==> config.mk <==
export PLATFORM = sky130hd
export DESIGN_NAME = param_regfile
export DESIGN_NICKNAME = d
export VERILOG_FILES = /design/src/rtl/param_regfile.sv
export SDC_FILE = /design/constraint.sdc
export NUM_CORES = 2
export LEC_CHECK = 0
export BUFFER_PORTS_ARGS = -buffer_cell sky130_fd_sc_hd__buf_4
export CAP_MARGIN = 20
export CORE_ASPECT_RATIO = 1.5
export CORE_MARGIN = 5
export CORE_UTILIZATION = 57
export CTS_BUF_LIST = sky130_fd_sc_hd__clkbuf_8 sky130_fd_sc_hd__clkbuf_16
export DETAILED_ROUTE_END_ITERATION = 16
export PLACE_DENSITY_LB_ADDON = 0.05
export SKIP_CTS_REPAIR_TIMING = 1
export SLEW_MARGIN = 20
export SYNTH_ARGS = -nofsm -noshare
export SYNTH_HDL_FRONTEND = slang
export SYNTH_SLANG_ARGS = --single-unit
==> constraint.sdc <==
create_clock -name clk -period 6.5 [get_ports clk]
set_input_delay 0.325 -clock clk [delete_from_list [all_inputs] [get_ports clk]]
set_output_delay 0.325 -clock clk [all_outputs]
set_load 0.02 [all_outputs]
==> src/rtl/param_regfile.sv <==
// param_regfile: two-read/one-write register file with a one-entry write pipeline and optional read bypass
module param_regfile #(
    parameter int ADDR_W   = 5,
    parameter int DATA_W   = 64,
    parameter int ZERO_REG = 1,
    parameter int BYPASS   = 1
) (
    input  logic                   clk,
    input  logic                   reset_n,
    input  logic                   RegWrite,
    input  logic [ADDR_W-1:0]      WriteRegister,
    input  logic [DATA_W-1:0]      WriteData,
    input  logic [ADDR_W-1:0]      ReadRegister1,
    input  logic [ADDR_W-1:0]      ReadRegister2,
    output logic [DATA_W-1:0]      ReadData1,
    output logic [DATA_W-1:0]      ReadData2,
    output logic [(1<<ADDR_W)-1:0] selectReg,
    output logic                   wr_pending
);
    localparam int NREG = 1 << ADDR_W;

    logic [DATA_W-1:0] regArray [NREG];
    logic [ADDR_W-1:0] pendAddr;
    logic [DATA_W-1:0] pendData;
    logic              captureOk;

    assign captureOk = RegWrite && !((ZERO_REG != 0) && (WriteRegister == '1));

    // Commit the held write while capturing the next one, so writes stream at one per cycle
    always_ff @(posedge clk) begin
        if (!reset_n) begin
            for (int i = 0; i < NREG; i++) regArray[i] <= '0;
            pendAddr   <= '0;
            pendData   <= '0;
            wr_pending <= 1'b0;
        end else begin
            if (wr_pending) regArray[pendAddr] <= pendData;
            wr_pending <= captureOk;
            if (captureOk) begin
                pendAddr <= WriteRegister;
                pendData <= WriteData;
            end
        end
    end

    // Reads: hardwired zero first, then the held write, then the array
    always_comb begin
        ReadData1 = ((ZERO_REG != 0) && (ReadRegister1 == '1)) ? '0 :
                    ((BYPASS != 0) && wr_pending && (ReadRegister1 == pendAddr)) ? pendData :
                    regArray[ReadRegister1];
        ReadData2 = ((ZERO_REG != 0) && (ReadRegister2 == '1)) ? '0 :
                    ((BYPASS != 0) && wr_pending && (ReadRegister2 == pendAddr)) ? pendData :
                    regArray[ReadRegister2];
        selectReg = wr_pending ? ({{(NREG-1){1'b0}}, 1'b1} << pendAddr) : '0;
    end
endmodule

; After elaboration in Yosys (flattened, before gate mapping)
; Memories as Yosys holds them, arrays and structs flattened.
; Index checks and enable logic that the tools add are counted.
[word_totals]
memories = 1
regBits = 70
out_inout_bits = 161
inputBits = 82
ram_bits = 2048
elab_cells = 27
[mem_list]
columns = memory, depth, width, rd, rd_ports_with_merged_regs, wr, line_no
row1 = regArray, 32, 64, 2, 0, 32, 22  ; logic [DATA_W-1:0] regArray [NREG];
[op_classes]
n_reduce_logical = 5
n_shift = 1
n_eq_ne = 5
n_mux = 12
[ops]
columns = operator, n
row1 = $mux 64, 5
row2 = $reduce_or 64->1, 1
row3 = $mux 32, 1
row4 = $shl 1x5->32 const A, 1
row5 = $eq 5x5->1 const B, 3
row6 = $eq 5x5->1, 2
row7 = $mux 1, 5
row8 = $mux 5, 1
row9 = $logic_and 1x1->1, 3
row10 = $logic_not 1->1, 1

; Longest topological paths before layout
[depth]
word_depth = 5
depth_mapped = 9
depth_no_buf = 5

; Worst setup path after synthesis
; OpenSTA, ideal clock, no wires.
[synth_timing]
path_type = register to register
startpoint = register pendAddr[4]
endpoint = memory regArray[24][0] (enable)
stages_incl_launch_ff = 7
t_arrival_ns = 5.851
setup_time_ns = 0.575
required_time_ns = 5.925
slack_ns = 0.075
synth_period_minus_slack_ns = 6.425
path_cell_list = dfxtp_1 buf_2 inv_2 or3_1 clkbuf_1 clkbuf_1 o21ai_0
[synth_lines]
columns = element, line_no
row1 = "start, declared", 23  ; logic [ADDR_W-1:0] pendAddr;
row2 = "start signal, assigned", 40  ; pendAddr <= WriteRegister;
row3 = "end, declared", 22

; Final worst setup path
[layout_timing]
startpoint = register pendAddr[2]
endpoint = output ReadData1[32]
[layout_via]
elab_chain_cells = 4
[layout_lines]
columns = element, line_no
row1 = $eq 5x5->1, 49  ; ((BYPASS != 0) && wr_pending && (ReadRegister1 == pendAddr)) ? pendData :
row2 = $logic_and 1x1->1, 49
row3 = $mux 64, 49
row4 = $mux 64, 48  ; ReadData1 = ((ZERO_REG != 0) && (ReadRegister1 == '1)) ? '0 :
row5 = "end, declared", 15  ; output logic [DATA_W-1:0] ReadData1,
; No other way between the ends.

==> flow_summary_export.csv <==
group,metric,value,unit
placed_design,port_buffers,242,
cts,htree_levels,4,
timing,relSlewSlack,0.2017,
yosys,synth_top_area_cell,"edfxtp_1",
cells_and_area,final_common_cell,"edfxtp_1",
yosys,synthCells,7534,
yosys,synthFlopType,"edfxtp_1",
cts,clock_path_buffers,4,
yosys,netlist_area,111800,µm²
pwr,finalPower,31540,µW
yosys,synth.avg_cell_area,14.84,µm²
cells_and_area,final_layout_size_suffix_gt1_frac,0.2457,
die,io_pins,243,
timing,worst_pin_slew,1.195,ns
cts,clk_latency,0.89,ns
yosys,yosys_warnings,0,
die,die_w,371.6,µm
timing,fin_crit_sh,0.7433,
critical_path,crit_start,"pendAddr[2]$_SDFFE_PN0P_",
critical_path,crit_top_cell,"buf_4",
grt,grt_remaining_overflow,0,
drt,top_layer,"met5",
drt,wl_met1,133700,µm
critical_path,crit_arrival,4.51,ns
cts,clk_pin_slew,0.06,ns
yosys,syn_nets,7616,
critical_path,crit_type,"reg2out",
worst_hold_path,hold_class,"in2reg",
drt,wl_met3,50790,µm
cells_and_area,final_nets,7546,
pwr,p_seq_frac,0.502,
pwr,power_switching,8070,µW
die,coreArea,195500,µm²
pwr,p_sw_frac,0.2559,
yosys,synth_area_leaders,"edfxtp_1 55%, mux4_2 21%, and2_1 11%, mux2i_1 3.4%, o22ai_1 2.1%",
grt,antenna_found_initial,40,
critical_path,critPathMaxFanout,47,
critical_path,crit_path_end,"ReadData1[32]",
drt,avgRoutedWirePerCell,39.24,µm
drt,vias,74020,
placed_design,hpwl,222700,µm
critical_path,cp-end-kind,"primary output",
cts,root_buffer,"clkbuf_16",
drt,firstDrtPassIters,9,
critical_path,r2r_start,"pendAddr[0]$_SDFFE_PN0P_",
cells_and_area,fin_util,0.6332,
timing,finalSetupTns,0,ns
timing,finClkSkew,0.03720,ns
cells_and_area,nFillCells,14140,
critical_path,cp_data_required_time,6.17,ns
critical_path,worstRegToRegCells,6,
drt,drc,0,
cells_and_area,most-common-layout-cells,"2048 x edfxtp_1, 1953 x and2_1, 1022 x mux4_2",
die,dieHeight,552.4,µm
drt,ant_nets,0,
yosys,synth_cell_types,40,
pwr,p_comb_frac,0.124,
timing,timing.fmax,0.2070,GHz
timing,hold_viol,0,
cells_and_area,synthToLayoutAreaGrowth,10.72,%
drt,wl_met2,193200,µm
timing,drv_slew,0,
drt,drt-total-wl,402800,µm
critical_path,slowest_delay,0.89,ns
die,die_area,205200,µm²
timing,finalSetupViolations,0,
timing,rsz0062_at_grt,"false",
pwr,intPower,23470,µW
drt,vias_per_cell,7.210,
cts,cts_tree,"built",
pwr,power_leakage,0.04485,µW
critical_path,rrSetupSlack,2.69,ns
yosys,synth-edff-count,2048,
grt,grt_usage,0.3890,
cts,clock_sinks,2118,
grt,grt_max_degree,108,
placed_design,gp_congestion,0.8450,
run_status,status,"completed",
drt,drtIter0Drc,11660,
cts,cts_made_buffers,210,
yosys,synth-seq-cells,2118,
critical_path,worstPathCellList,"xnor2_1, nand3_1, o31ai_4, buf_4, o22ai_1, nor2_1, buf_4",
pwr,p_per_area,254.8,nW/µm²
yosys,ys_seq_area_frac,0.5627,
flow_run,maxCapViolations,0,
grt,grt_pass1_vias,73990,
critical_path,slowest_stage,"buf_4",
yosys,synth_top_area_share,0.5502,
critical_path,worstReg2RegEnd,"regArray[9][42]$_SDFFCE_PN0P_",
yosys,synthArstFlopShare,0,
grt,grt_pass1_wl,558800,µm
pwr,clkPwrFrac,0.375,
die,num_rows,199,
critical_path,start_kind,"flip-flop",
timing,period_minus_slack,4.831,ns
die,start_util,0.5719,
timing,whs,0.007636,ns
pwr,ir_worst_vdd,0.0002161,V
## how the worst min path moves through the flow
stage,startpoint,endpoint,cells past startpoint
detailed placement,pendData[34]$_SDFFE_PN0P_,pendData[34]$_SDFFE_PN0P_,2
finish,reset_n,regArray[13][4]$_SDFFCE_PN0P_,2
global route,reset_n,regArray[13][4]$_SDFFCE_PN0P_,2
floorplan,pendData[62]$_SDFFE_PN0P_,pendData[62]$_SDFFE_PN0P_,2
global placement,pendData[28]$_SDFFE_PN0P_,pendData[28]$_SDFFE_PN0P_,2
CTS,WriteData[16],pendData[16]$_SDFFE_PN0P_,3
## registers in the layout (all words and copies together), names as in the netlist
signal      flops
wr_pending      1
regArray     2048
pendData       64
pendAddr        5
## layer usage
metal | GRT usage | vias up
met4 | 0.2043 | 6
met1 | 0.4980 | 38130
met2 | 0.6212 | 5819
li1 | - | 28640
met3 | 0.09439 | 1432
met5 | 0 | -
## Yosys cell counts, drive strengths merged, types with 6 or more instances
master  count
dfxtp      70
a21oi      70
mux2i     382
inv         6
nor2      320
nor3       31
nand2     146
o21ai     159
or3        10
buf       320
edfxtp   2048
o22ai     378
mux4     1024
nand3      11
clkbuf    504
xnor2       8
and2     1953
and3       63
## metrics by stage
step	cell area, µm²	setup WS, ns	cells
4_1_cts	122900	1.923	10170
5_1_grt	123700	1.768	10240
2_1_floorplan	111800	0.07486	7534
6_report	123800	1.669	10270
3_3_place_gp	116300	2.536	9786
3_5_place_dp	116500	2.530	9792
## cell type report
class                           instances  area (µm²)  area share
Sequential cell                      2118       62930      0.5084
Multi-Input combinational cell       4585       46090      0.3724
Clock buffer                          227        5534     0.04471
Timing Repair Buffer                  542        4950     0.03999
Tap cell                             2613        3269     0.02642
Clock inverter                        148       908.4    0.007339
Antenna cell                           26       65.06   0.0005257
Inverter                                7       28.78   0.0002325
## power groups by stage
stage               clock network, µW  registers, µW  logic (µW)
global route                    12400          15900        3990
global placement                    0          16000        3770
floorplan                           0          16000        2360
detailed placement                  0          16100        3790
finish                          11800          15800        3900
CTS                             11900          15800        3790
## critical path, delay by kind of cell, from the launching register on
kind,cells,cell delay [ns]
XOR/XNOR,1,0.19
AND/OR/NAND/NOR,2,0.86
flip-flops,1,0.85
buffers and inverters,2,1.16
AO/OA/AOI/OAI,2,0.50
## cells by family (layout without fill, tap and decap cells)
kind of cell / Yosys count / in the layout / synth area share
AOI/OAI and AO/OA: 618 / 618 / 0.03241
xor gates and xnor gates: 10 / 10 / 0.0007836
buffers and inverters: 831 / 924 / 0.03124
DFF: 2118 / 2118 / 0.5627
muxes: 1408 / 1408 / 0.2408
other: 0 / 26 / 0
and+or+nand+nor: 2549 / 2549 / 0.1321
Note: power is estimated with default switching activity, not from simulation.
